### src/rtl/pps_time_tx.sv
// pps_time_tx
//   Transmit side of the PPS/second timing link. One 35-bit timing frame is
//   serialized per accepted PPS flag. The falling edge of the start bit is the
//   PPS time reference seen by downstream boards.
//
//   Frame (LSB first, each bit held BIT_DIV cycles):
//     start(0) | sec[0] .. sec[31] | parity(^sec) | stop(1)
//
//   Ports
//     sys_clk_i      in   1   system clock
//     sys_rst_n_i    in   1   asynchronous active-low reset
//     en_i           in   1   transmit enable; low = no new frames accepted
//     pps_flag_i     in   1   single-cycle PPS flag
//     cur_sec_i      in  32   second value, latched in the accept cycle
//     ovr_clr_i      in   1   clears overrun_o
//     txd_o          out  1   serial timing line, idles high
//     busy_o         out  1   frame in progress
//     overrun_o      out  1   sticky: PPS arrived while a frame was in flight
//     frame_count_o  out 16   completed frames, wraps
//
//   state    | meaning
//   ---------+--------------------------------------------------
//   S_IDLE   | line high, waiting for an enabled PPS flag
//   S_START  | start bit (0) on the line; its leading edge is the PPS
//   S_DATA   | 32 second bits, LSB first, bit_q = current index
//   S_PARITY | even parity over the captured second
//   S_STOP   | stop bit (1); frame counted on leaving this state
module pps_time_tx #(
  parameter int BIT_DIV = 8
) (
  input  logic        sys_clk_i,
  input  logic        sys_rst_n_i,
  input  logic        en_i,
  input  logic        pps_flag_i,
  input  logic [31:0] cur_sec_i,
  input  logic        ovr_clr_i,
  output logic        txd_o,
  output logic        busy_o,
  output logic        overrun_o,
  output logic [15:0] frame_count_o
);

  localparam int DIV_W = (BIT_DIV > 2) ? $clog2(BIT_DIV) : 1;
  localparam logic [DIV_W-1:0] DIV_LAST = DIV_W'(BIT_DIV - 1);

  if (BIT_DIV < 2) begin : g_bad_bit_div
    $fatal(1, "pps_time_tx: BIT_DIV must be >= 2");
  end

  typedef enum logic [2:0] {
    S_IDLE   = 3'd0,
    S_START  = 3'd1,
    S_DATA   = 3'd2,
    S_PARITY = 3'd3,
    S_STOP   = 3'd4
  } state_t;

  state_t           state_q, state_d;
  logic [DIV_W-1:0] div_q, div_d;
  logic [4:0]       bit_q, bit_d;
  logic [31:0]      sh_q, sh_d;
  logic             par_q, par_d;
  logic             txd_q, txd_d;
  logic             busy_q, busy_d;
  logic             ovr_q, ovr_d;
  logic [15:0]      frame_cnt_q, frame_cnt_d;

  logic bit_end;
  logic accept;
  logic collide;

  assign bit_end = (div_q == DIV_LAST);
  assign accept  = (state_q == S_IDLE) && en_i && pps_flag_i;
  assign collide = (state_q != S_IDLE) && en_i && pps_flag_i;

  always_ff @(posedge sys_clk_i or negedge sys_rst_n_i) begin
    if (!sys_rst_n_i) begin
      state_q     <= S_IDLE;
      div_q       <= '0;
      bit_q       <= '0;
      sh_q        <= '0;
      par_q       <= 1'b0;
      txd_q       <= 1'b1;
      busy_q      <= 1'b0;
      ovr_q       <= 1'b0;
      frame_cnt_q <= '0;
    end else begin
      state_q     <= state_d;
      div_q       <= div_d;
      bit_q       <= bit_d;
      sh_q        <= sh_d;
      par_q       <= par_d;
      txd_q       <= txd_d;
      busy_q      <= busy_d;
      ovr_q       <= ovr_d;
      frame_cnt_q <= frame_cnt_d;
    end
  end

  always_comb begin
    state_d     = state_q;
    div_d       = div_q;
    bit_d       = bit_q;
    sh_d        = sh_q;
    par_d       = par_q;
    txd_d       = txd_q;
    busy_d      = busy_q;
    frame_cnt_d = frame_cnt_q;

    if (state_q != S_IDLE) begin
      div_d = bit_end ? '0 : div_q + 1'b1;
    end

    // txd is registered, so each bit value is loaded on the last divider
    // cycle of the previous bit; the shift register always presents the
    // next data bit in sh_q[0].
    unique case (state_q)
      S_IDLE: begin
        if (accept) begin
          state_d = S_START;
          sh_d    = cur_sec_i;
          par_d   = ^cur_sec_i;
          txd_d   = 1'b0;
          busy_d  = 1'b1;
          div_d   = '0;
        end
      end
      S_START: begin
        if (bit_end) begin
          state_d = S_DATA;
          bit_d   = '0;
          txd_d   = sh_q[0];
          sh_d    = sh_q >> 1;
        end
      end
      S_DATA: begin
        if (bit_end) begin
          if (bit_q == 5'd31) begin
            state_d = S_PARITY;
            txd_d   = par_q;
          end else begin
            bit_d = bit_q + 5'd1;
            txd_d = sh_q[0];
            sh_d  = sh_q >> 1;
          end
        end
      end
      S_PARITY: begin
        if (bit_end) begin
          state_d = S_STOP;
          txd_d   = 1'b1;
        end
      end
      S_STOP: begin
        if (bit_end) begin
          state_d     = S_IDLE;
          busy_d      = 1'b0;
          frame_cnt_d = frame_cnt_q + 16'd1;
        end
      end
      default: begin
        state_d = S_IDLE;
        txd_d   = 1'b1;
        busy_d  = 1'b0;
      end
    endcase

    // Set wins over clear when both happen in the same cycle.
    if (collide) begin
      ovr_d = 1'b1;
    end else if (ovr_clr_i) begin
      ovr_d = 1'b0;
    end else begin
      ovr_d = ovr_q;
    end
  end

  assign txd_o         = txd_q;
  assign busy_o        = busy_q;
  assign overrun_o     = ovr_q;
  assign frame_count_o = frame_cnt_q;

endmodule

### config.mk
export PLATFORM = sky130hd
export DESIGN_NAME = pps_time_tx
export DESIGN_NICKNAME = d
export VERILOG_FILES = /design/src/rtl/pps_time_tx.sv
export SDC_FILE = /design/constraint.sdc
export NUM_CORES = 1
export LEC_CHECK = 0
export CAP_MARGIN = 20
export CORE_MARGIN = 10
export CORE_UTILIZATION = 48
export DETAILED_ROUTE_END_ITERATION = 12
export PLACE_DENSITY = 0.74
export SLEW_MARGIN = 40
export SYNTH_ARGS = -nofsm -noshare
export SYNTH_HDL_FRONTEND = slang
export SYNTH_SLANG_ARGS = --single-unit
### constraint.sdc
create_clock -name sys_clk_i -period 2.2 [get_ports sys_clk_i]
set_input_delay 0.22 -clock sys_clk_i [delete_from_list [all_inputs] [get_ports sys_clk_i]]
set_output_delay 0.22 -clock sys_clk_i [all_outputs]
set_load 0.01 [all_outputs]
==> impl_metrics.py <==
metrics = {
    "floorplan": {
        "die_w_um": 103,
        "io_pins": 56,
        "core_um2": 6720,
        "num_rows": 30,
        "die_y_um": 103,
        "die_area_um2": 10500,
        "start_util_pct": 48.8,
    },
    "place": {
        "dp_hpwl_mm": 4.94,
        "gp_congestion": 0.747,
        "dp_cells": 448,
        "io_buffers": 55,
    },
    "final_layout": {
        "fin_util_pct": 63.1,
        "antenna_cells": 0,
        "final_layout_size_suffix_gt1_share_pct": 11.8,
        "final_common_cell": "dfrtp_1",
        "nets": 428,
        "final_cells": 469,
        "area_growth_pct": 29.3,
        "mostFrequentLayoutCells": "62 x dfrtp_1, 54 x clkdlybuf4s50_1, 43 x nor2_1",
    },
    "route": {
        "ant_nets": 0,
        "routedWlPerCell_um": 15.0,
        "detail_route.vias_per_cell": 5.25,
        "wirelength_mm": 7.02,
        "num_vias": 2462,
        "drt-initial-drc-count": 64,
        "drtPass1Iterations": 4,
        "drcViolationCount": 0,
    },
    "clocking": {
        "insertion_delay_ns": 0.33,
        "ctsHtreeMaxLevel": 3,
        "cts_sinks": 63,
        "cts_tree": "done",
        "clk_transition_reported_paths_ns": 0.07,
        "cts-root-buf": "clkbuf_8",
        "clk_path_buf_depth": 2,
        "cts_made_buffers": 9,
    },
    "setup_path": {
        "startpoint_type": "flop",
        "worstPathMaxFanout": 18,
        "r2r_cells": 8,
        "end_kind": "flop",
        "r2r-start": "bit_q[0]",
        "crit_type": "reg2reg",
        "worstPathRequired_ns": 2.42,
        "reg2reg_to": "sh_q[19]",
        "arrival_ns": 2.27,
        "reg2reg_slack_ns": 0.14,
    },
    "sta": {
        "hold_violations": 0,
        "layout_worst_path_cycle_share_pct": 93.4,
        "worst_pin_slew_ns": 0.629,
        "fmax_mhz": 487,
        "timing.final.crit_period_ns": 2.06,
        "finalMaxSlewViolations": 0,
        "slew_headroom_pct": 57.8,
        "finalSetupViolCount": 0,
        "finalClockSkew_ns": 0.00885,
    },
    "power_and_ir_drop": {
        "power.density_nw_per_um2": 1100,
        "power_uw": 4650,
        "ir_drop_v": 0.000623,
        "power.leakage_uw": 0.00186,
    },
    "grt": {
        "grt_overflow": 0,
        "grt_antenna_before_repair": 0,
        "grt_pass1_vias": 2455,
        "grt_use_total_pct": 13.5,
        "grt_pass1_wl_mm": 11.2,
        "grt_start_max_net_pins": 38,
    },
    "synthesis": {
        "seq_area_frac_synth_pct": 48.1,
        "synth-edff-count": 0,
        "synthArstFlopShare_pct": 100,
        "synth_warnings": 0,
        "synthDistinctLibCells": 39,
        "syn_area_per_cell_um2": 10.3,
        "synth-main-ff-cell": "dfrtp_1",
        "synthesis.nets": 361,
        "ys_seq_elements": 63,
        "syn-instance-count": 318,
        "netlist_area_um2": 3280,
    },
    "worst_hold_path": {
        "worstHoldPathType": "in2async",
    },
    "job": {
        "drv_cap": 0,
    },
    "outcome": {
        "outcome": "finished, final reports clean",
    },
}
power by group:
group          internal (uW)  switching (uW)
Clock                    578             432
Sequential              1540             241
Combinational            942             915
Total                   3060            1590
layer usage:
layer	GRT usage [%]	vias up	part of all wire (%)
li1	-	1221	-
met4	7.16	0	2.1
met2	21.4	37	47
met3	3.49	10	4.5
met5	0	-	0
met1	16.4	1194	46
timing repair:
item	4_1_cts	5_1_grt
resized for setup	0	4
endpoints found under the hold margin	22	0
setup endpoints to repair	0	37
hold buffers	1	0
setup buffers	0	3
synthesized netlist by cell type (all sizes together), types with 2 or more instances:
| library cell | n | area [um2] |
|---|---|---|
| o31ai | 2 | 15.0 |
| a31oi | 2 | 27.5 |
| xnor2 | 35 | 307 |
| o21ai | 12 | 60.1 |
| mux2i | 31 | 310 |
| dfrtp | 62 | 1550 |
| nand3 | 12 | 65.1 |
| a21oi | 36 | 184 |
| nand2b | 3 | 18.8 |
| buf | 15 | 100 |
| and3 | 2 | 12.5 |
| nor2 | 44 | 173 |
| xor2 | 11 | 96.3 |
| o22ai | 3 | 18.8 |
| nand4 | 3 | 33.8 |
| nor3 | 4 | 31.3 |
| mux2 | 2 | 22.5 |
| nand2 | 20 | 77.6 |
| ha | 6 | 75.1 |
| inv | 5 | 18.8 |
logic make-up after synthesis:
family | share of synthesized area, %
simple gates | 14.0
mux | 10.1
flops | 48.1
xor+xnor | 12.3
buf+inv | 3.62
compound gates | 9.57
fa+ha+maj | 2.29
stage by stage:
step | hold slack, ns | instance area, um2 | setup WS, ns | TNS (ns)
after global routing | 0.426 | 4240 | -0.00843 | -0.0229
after global placement | 0.222 | 3950 | 0.103 | 0
final | 0.387 | 4240 | 0.145 | 0
after floorplan | -0.0756 | 3280 | 0.118 | 0
after detailed placement | 0.217 | 3950 | 0.0553 | 0
after CTS | 0.394 | 4150 | 0.0398 | 0
sequential cells by signal (all words and copies together), names as in the netlist:
signal         count
overrun_o          1
sh_q              32
frame_count_o     16
div_q              3
bit_q              5
txd_o              1
state_q            3
busy_o             1
par_q              1
final cells by class:
type	count	area [um2]
multi-input combinational	235	1610
timing repair buffer	71	741
clock inverter	3	42.5
clock buffer	12	155
inverter	5	18.8
fill	539	2480
tap	80	100
sequential	63	1580
how the worst max path moves through the flow:
stage / start / cells past startpoint / endpoint / slack, ns
after detailed placement: bit_q[0] / 8 / sh_q[27] / 0.06
after global routing: div_q[0] / 10 / sh_q[28] / -0.008
after CTS: bit_q[0] / 8 / sh_q[19] / 0.04
final: bit_q[0] / 8 / sh_q[19] / 0.14
after global placement: bit_q[0] / 8 / sh_q[15] / 0.10
after floorplan: bit_q[0] / 7 / sh_q[0] / 0.12
critical path: stages, from the launching register on:
cell	delay, ns
dfrtp_1	0.41
ha_2	0.21
and3_1	0.20
ha_1	0.19
or3_4	0.37
a31oi_4	0.16
buf_4	0.17
clkbuf_16	0.17
a21oi_1	0.07
Power figures use the tool's default switching activity.
